File: src/rtl/counter_host_pkg.sv
// Shared types and constants for the counter-chip host controller.
package counter_host_pkg;

    localparam int unsigned BUS_W = 8;

    localparam logic OP_READ = 1'b0;
    localparam logic OP_LOAD = 1'b1;

    typedef enum logic [3:0] {
        IDLE,
        L_SETUP,
        L_PULSE,
        L_HOLD,
        L_TURN,
        R_WAIT,
        R_SAMP_A,
        R_SAMP_B,
        R_DONE
    } state_e;

    // A free-running counter may advance by one between the two samples; 8'hFF -> 8'h00 wraps.
    function automatic logic sample_stable(input logic [BUS_W-1:0] s1,
                                           input logic [BUS_W-1:0] s2);
        return (s2 == s1) || (s2 == s1 + BUS_W'(1));
    endfunction

endpackage

File: src/rtl/counter_host_if.sv
// Command/response handshake between on-board logic and the counter host.
interface counter_host_if;
    import counter_host_pkg::*;

    logic             cmd_valid;
    logic             cmd_ready;
    logic             cmd_op;
    logic [BUS_W-1:0] cmd_data;
    logic             rsp_valid;
    logic [BUS_W-1:0] rsp_data;
    logic             rsp_err;

    modport master (
        output cmd_valid, cmd_op, cmd_data,
        input  cmd_ready, rsp_valid, rsp_data, rsp_err
    );

    modport slave (
        input  cmd_valid, cmd_op, cmd_data,
        output cmd_ready, rsp_valid, rsp_data, rsp_err
    );

endinterface

File: src/rtl/counter_host_sync_2ff.sv
// Two-flop synchronizer for the chip's asynchronous bus input.
module sync_2ff #(
    parameter int unsigned WIDTH = 8
) (
    input  logic             clk,
    input  logic             rst_n,
    input  logic [WIDTH-1:0] d_i,
    output logic [WIDTH-1:0] q_o
);

    logic [WIDTH-1:0] meta_q;
    logic [WIDTH-1:0] sync_q;

    always_ff @(posedge clk or negedge rst_n) begin
        if (!rst_n) begin
            meta_q <= '0;
            sync_q <= '0;
        end else begin
            meta_q <= d_i;
            sync_q <= meta_q;
        end
    end

    assign q_o = sync_q;

endmodule

File: src/rtl/counter_host.sv
// Host-side controller driving the counter chip's load_n/oe_n strobes and shared bus.
module counter_host
    import counter_host_pkg::*;
#(
    parameter int unsigned LOAD_PULSE_CYCLES = 2,
    parameter int unsigned SETTLE_CYCLES     = 2,
    parameter int unsigned MAX_RETRY         = 3
) (
    input  logic             clk,
    input  logic             rst_n,
    counter_host_if.slave    host,
    output logic             load_n,
    output logic             oe_n,
    input  logic [BUS_W-1:0] bus_in,
    output logic [BUS_W-1:0] bus_out,
    output logic             bus_oe
);

    localparam int unsigned WAIT_CYCLES = SETTLE_CYCLES + 2;
    localparam int unsigned CNT_MAX     = (LOAD_PULSE_CYCLES > WAIT_CYCLES) ? LOAD_PULSE_CYCLES
                                                                           : WAIT_CYCLES;
    localparam int unsigned CW          = $clog2(CNT_MAX);
    localparam int unsigned RW          = (MAX_RETRY > 0) ? $clog2(MAX_RETRY + 1) : 1;

    state_e           state_q;
    logic [CW-1:0]    cnt_q;
    logic [RW-1:0]    retry_q;
    logic [BUS_W-1:0] s1_q;
    logic             cmd_ready_q;
    logic             rsp_valid_q;
    logic [BUS_W-1:0] rsp_data_q;
    logic             rsp_err_q;
    logic             load_n_q;
    logic             oe_n_q;
    logic [BUS_W-1:0] bus_out_q;
    logic             bus_oe_q;

    logic [BUS_W-1:0] bus_sync;
    logic             stable;

    sync_2ff #(.WIDTH(BUS_W)) u_sync (
        .clk   (clk),
        .rst_n (rst_n),
        .d_i   (bus_in),
        .q_o   (bus_sync)
    );

    assign stable = sample_stable(s1_q, bus_sync);

    always_ff @(posedge clk or negedge rst_n) begin
        if (!rst_n) begin
            state_q     <= IDLE;
            cnt_q       <= '0;
            retry_q     <= '0;
            s1_q        <= '0;
            cmd_ready_q <= 1'b1;
            rsp_valid_q <= 1'b0;
            rsp_data_q  <= '0;
            rsp_err_q   <= 1'b0;
            load_n_q    <= 1'b1;
            oe_n_q      <= 1'b1;
            bus_out_q   <= '0;
            bus_oe_q    <= 1'b0;
        end else begin
            rsp_valid_q <= 1'b0;
            unique case (state_q)
                IDLE: begin
                    if (host.cmd_valid) begin
                        cmd_ready_q <= 1'b0;
                        if (host.cmd_op == OP_LOAD) begin
                            state_q   <= L_SETUP;
                            bus_oe_q  <= 1'b1;
                            bus_out_q <= host.cmd_data;
                        end else begin
                            state_q <= R_WAIT;
                            oe_n_q  <= 1'b0;
                            cnt_q   <= CW'(WAIT_CYCLES - 1);
                        end
                    end
                end
                L_SETUP: begin
                    state_q  <= L_PULSE;
                    load_n_q <= 1'b0;
                    cnt_q    <= CW'(LOAD_PULSE_CYCLES - 1);
                end
                L_PULSE: begin
                    if (cnt_q == '0) begin
                        state_q  <= L_HOLD;
                        load_n_q <= 1'b1;
                    end else begin
                        cnt_q <= cnt_q - CW'(1);
                    end
                end
                L_HOLD: begin
                    state_q     <= L_TURN;
                    bus_oe_q    <= 1'b0;
                    rsp_valid_q <= 1'b1;
                    rsp_data_q  <= bus_out_q;
                    rsp_err_q   <= 1'b0;
                end
                L_TURN: begin
                    state_q     <= IDLE;
                    cmd_ready_q <= 1'b1;
                    retry_q     <= '0;
                end
                R_WAIT: begin
                    if (cnt_q == '0) begin
                        state_q <= R_SAMP_A;
                    end else begin
                        cnt_q <= cnt_q - CW'(1);
                    end
                end
                R_SAMP_A: begin
                    s1_q    <= bus_sync;
                    state_q <= R_SAMP_B;
                end
                R_SAMP_B: begin
                    // The second sample is judged and reported on the same edge it is taken.
                    if (stable || (retry_q == RW'(MAX_RETRY))) begin
                        state_q     <= R_DONE;
                        oe_n_q      <= 1'b1;
                        rsp_valid_q <= 1'b1;
                        rsp_data_q  <= bus_sync;
                        rsp_err_q   <= !stable;
                    end else begin
                        retry_q <= retry_q + RW'(1);
                        state_q <= R_SAMP_A;
                    end
                end
                R_DONE: begin
                    state_q     <= IDLE;
                    cmd_ready_q <= 1'b1;
                    retry_q     <= '0;
                end
                default: begin
                    state_q     <= IDLE;
                    cmd_ready_q <= 1'b1;
                    load_n_q    <= 1'b1;
                    oe_n_q      <= 1'b1;
                    bus_oe_q    <= 1'b0;
                    retry_q     <= '0;
                end
            endcase
        end
    end

    assign host.cmd_ready = cmd_ready_q;
    assign host.rsp_valid = rsp_valid_q;
    assign host.rsp_data  = rsp_data_q;
    assign host.rsp_err   = rsp_err_q;
    assign load_n         = load_n_q;
    assign oe_n           = oe_n_q;
    assign bus_out        = bus_out_q;
    assign bus_oe         = bus_oe_q;

endmodule

File: src/flat_wrapper.sv
// flat-port wrapper written by rule: the top's interface ports become plain ports
module counter_host_flat import counter_host_pkg::*;
#(
    parameter int unsigned LOAD_PULSE_CYCLES = 2,
    parameter int unsigned SETTLE_CYCLES     = 2,
    parameter int unsigned MAX_RETRY         = 3
)
  (clk, rst_n, load_n, oe_n, bus_in, bus_out, bus_oe, host_cmd_valid, host_cmd_op, host_cmd_data, host_cmd_ready, host_rsp_valid, host_rsp_data, host_rsp_err);
  counter_host_if host_i ();
  input  logic clk;
  input  logic rst_n;
  output logic load_n;
  output logic oe_n;
  input  logic [BUS_W-1:0] bus_in;
  output logic [BUS_W-1:0] bus_out;
  output logic bus_oe;
  input wire logic [$bits(host_i.cmd_valid)-1:0] host_cmd_valid;
  input wire logic [$bits(host_i.cmd_op)-1:0] host_cmd_op;
  input wire logic [$bits(host_i.cmd_data)-1:0] host_cmd_data;
  output wire logic [$bits(host_i.cmd_ready)-1:0] host_cmd_ready;
  output wire logic [$bits(host_i.rsp_valid)-1:0] host_rsp_valid;
  output wire logic [$bits(host_i.rsp_data)-1:0] host_rsp_data;
  output wire logic [$bits(host_i.rsp_err)-1:0] host_rsp_err;
  assign host_i.cmd_valid = host_cmd_valid;
  assign host_i.cmd_op = host_cmd_op;
  assign host_i.cmd_data = host_cmd_data;
  assign host_cmd_ready = host_i.cmd_ready;
  assign host_rsp_valid = host_i.rsp_valid;
  assign host_rsp_data = host_i.rsp_data;
  assign host_rsp_err = host_i.rsp_err;
  counter_host #(.LOAD_PULSE_CYCLES(LOAD_PULSE_CYCLES), .SETTLE_CYCLES(SETTLE_CYCLES), .MAX_RETRY(MAX_RETRY)) u_core (.clk(clk), .rst_n(rst_n), .host(host_i), .load_n(load_n), .oe_n(oe_n), .bus_in(bus_in), .bus_out(bus_out), .bus_oe(bus_oe));
endmodule
File: config.mk
export PLATFORM = sky130hd
export DESIGN_NAME = counter_host_flat
export DESIGN_NICKNAME = d
export VERILOG_FILES = /design/src/rtl/counter_host_pkg.sv /design/src/rtl/counter_host_if.sv /design/src/rtl/counter_host_sync_2ff.sv /design/src/rtl/counter_host.sv /design/src/flat_wrapper.sv
export SDC_FILE = /design/constraint.sdc
export NUM_CORES = 1
export LEC_CHECK = 0
export BUFFER_PORTS_ARGS = -buffer_cell sky130_fd_sc_hd__clkbuf_2
export CAP_MARGIN = 10
export CORE_MARGIN = 3
export CORE_UTILIZATION = 30
export DETAILED_ROUTE_END_ITERATION = 10
export PLACE_DENSITY_LB_ADDON = 0.05
export SYNTH_ARGS = -nofsm -noshare
export SYNTH_HDL_FRONTEND = slang
export SYNTH_SLANG_ARGS = --single-unit
File: constraint.sdc
create_clock -name clk -period 4.7 [get_ports clk]
set_input_delay 0.47 -clock clk [delete_from_list [all_inputs] [get_ports clk]]
set_output_delay 0.47 -clock clk [all_outputs]
set_load 0.01 [all_outputs]
==> flow_summary.ini <==
[run_status]
status = finished, final reports clean

[floorplan]
dieArea_sq_um = 9420
die_h_um = 97.0
core_sq_um = 7890
start_util_pct = 31.5
die_w_um = 97.0
rows = 32
pin_count = 42

[power]
total_power_mw = 1.84
p_leak_nw = 1.27
peakVddDrop_uv = 271
p_per_area_nw_per_um2 = 634

[synthesis]
async_flop_share_pct = 100
synth-edff-count = 0
synth_ff_type = dfrtp_1
yosys_warnings = 0
synth_nets = 234
seq_area_frac_synth_pct = 54.5
netlist_instances = 211
netlist_area_sq_um = 2490
syn_avg_cell_area_sq_um = 11.8
ys_ff_latch = 54
synth.distinct_cells = 48

[final_layout]
fin_cells = 356
mostFrequentLayoutCells = dfrtp_1 (51), clkbuf_2 (41), mux2_2 (16)
syn2layout_area_growth_pct = 16.8
drive_gt1_share_pct = 29.5
fin_nets = 276
final_common_cell = dfrtp_1
n_antenna_cell = 0

[detailed_routing]
drt_iter0_drc = 70
drt_wl_total_um = 5270
drc = 0
via_per_inst = 4.87
wl_per_cell_um = 14.8
drt_first_pass_iters = 4
vias = 1735
detail-route-antenna-nets = 0

[cts]
cts_made_buffers = 5
clk_latency_ps = 310
clock_sink_count = 54
clk_path_buf_depth = 2
cts-hold-fix-buffers = 0
htree_levels = 2
cts_tree = done
cts.clk_slew.worst_paths_ps = 100
postCtsSetupRepairBufs = 0
cts_resized = 0
clock-root-buffer = clkbuf_8

[sta]
worst_pin_slew_ps = 1110
rsz0062_at_grt = false
worst_clock_skew_ps = 9.45
fin_crit_ps = 2690
max_freq_mhz = 372
setup_tns_ps = 0
min_period_over_period_pct = 57.2
finalSetupViolCount = 0
relSlewSlack_pct = 25.7
final_max_slew_viol_count = 0
setup_slack_ps = 2010
finalHoldViolations = 0

[placement]
dp_cells = 348
place_congestion = 0.839
place.port_buffers = 41
post-place-ws_ps = 2010
post-dp-hpwl_um = 3680

[setup_path]
slowest_stage = dfrtp_1
crit_fanout = 12
r2r_slack_ps = 2010
cp-start-kind = flip-flop
max_stage_delay_ps = 460
arrival_ps = 2880
critPathCaptureType = flip-flop
crit_buf_inv = 0
path_cells = ha_1, a21oi_1, o211a_1, a211o_1, a2111o_1, nand4_2, nand2b_1, o221a_1
worstSetupPathType = flip-flop to flip-flop
crit_family = compound AO/OA/AOI/OAI gates
critPathRequiredTime_ps = 4890

[grt]
grt_pass1_wl_um = 9180
antenna_found_initial = 0
track_usage_pct = 12.0
grt_pass1_vias = 1790
globalRouteOverflowTotal = 0
grt_max_degree = 55

[job]
cap_violations = 0

[min_path]
hold_class = input port to flip-flop
Yosys cell counts, types with 2 or more instances:
master,n,area [sq um]
a211o_1,2,17.5
a211oi_1,2,15.0
a21oi_1,8,40.0
a31oi_1,3,18.8
buf_2,3,15.0
clkbuf_1,3,11.3
dfrtp_1,51,1280
dfstp_2,3,78.8
ha_1,3,37.5
inv_1,8,30.0
mux2_2,16,180
nand2_1,13,48.8
nand2b_1,12,75.1
nand3_1,3,15.0
nand4_1,3,18.8
nand4_2,2,25.0
nor2_1,13,48.8
nor2b_1,3,18.8
nor3_1,5,25.0
nor4_1,2,12.5
o21ai_0,7,35.0
o221a_1,8,90.1
o31ai_1,2,15.0
o32a_1,2,20.0
or3_1,3,18.8
xnor2_1,7,61.3
xor2_1,3,26.3
flip-flops by register name, indices dropped and copies added, names as in the netlist:
register	count
u_core.bus_out	8
u_core.s1_q	8
u_core.host.rsp_data	8
u_core.u_sync.q_o	8
u_core.state_q	4
u_core.retry_q	2
u_core.u_sync.meta_q	8
u_core.load_n	1
u_core.host.cmd_ready	1
u_core.cnt_q	2
u_core.bus_oe	1
u_core.host.rsp_err	1
u_core.host.rsp_valid	1
u_core.oe_n	1
stage by stage:
| step | util, % | area (sq um) | hold slack (ps) |
|---|---|---|---|
| floorplan | - | 2490 | 174 |
| global placement | 35.4 | 2790 | 333 |
| detailed placement | 35.4 | 2790 | 335 |
| CTS | 36.8 | 2900 | 252 |
| global route | 36.8 | 2900 | 239 |
| finish | 36.8 | 2900 | 262 |
routing by layer:
metal	track usage [%]	share of wire, %	wire (um)	vias to the layer above
met5	0	0	0	-
met4	3.24	0.89	47	0
met3	2.88	3.7	194	4
met2	19.3	48	2530	31
met1	16.2	47	2490	847
li1	-	-	-	853
report_power, final:
group	leakage (nW)	switching, mW	internal (mW)	total, mW
Combinational	0.588	0.362	0.366	0.728
Clock	0.0514	0.154	0.159	0.313
Sequential	0.633	0.169	0.631	0.800
worst register-to-register path, stage by stage, from the launching register on:
cell	delay [ps]
dfrtp_1	460
ha_1	260
a21oi_1	60
o211a_1	220
a211o_1	280
a2111o_1	440
nand4_2	270
nand2b_1	280
o221a_1	300
worst paths after layout:
path / cells past startpoint / end / from
setup reg to reg: 8 / u_core.host.rsp_data[6]$_DFFE_PN0P_ / u_core.s1_q[1]$_DFFE_PN0P_
max in group asynchronous: 2 / u_core.retry_q[0]$_DFFE_PN0P_ / rst_n
min in group asynchronous: 2 / u_core.u_sync.q_o[6]$_DFF_PN0_ / rst_n
hold reg to reg: 0 / u_core.u_sync.q_o[5]$_DFF_PN0_ / u_core.u_sync.meta_q[5]$_DFF_PN0_
setup / recovery: 8 / u_core.host.rsp_data[6]$_DFFE_PN0P_ / u_core.s1_q[1]$_DFFE_PN0P_
hold / removal: 1 / u_core.u_sync.meta_q[7]$_DFF_PN0_ / bus_in[7]
layout make-up:
type / instances / area (sq um)
fill: 771 / 4980
sequential: 54 / 1360
multi-input combinational: 141 / 1060
timing repair buffer: 43 / 220
tap: 102 / 128
clock buffer: 6 / 72.6
clock inverter: 2 / 37.5
inverter: 8 / 30.0
cell families (layout without fill, tap and decap cells):
kind of cell / Yosys count / after routing / share of synthesized area [%]
and+or+nand+nor: 61 / 61 / 13.0
DFF: 54 / 54 / 54.5
AOI/OAI and AO/OA: 49 / 49 / 16.3
muxes: 17 / 17 / 7.65
buffers and inverters: 16 / 59 / 2.87
xor gates and xnor gates: 11 / 11 / 4.18
adders and majority gates: 3 / 3 / 1.51
(Power assumes the default switching activity.)
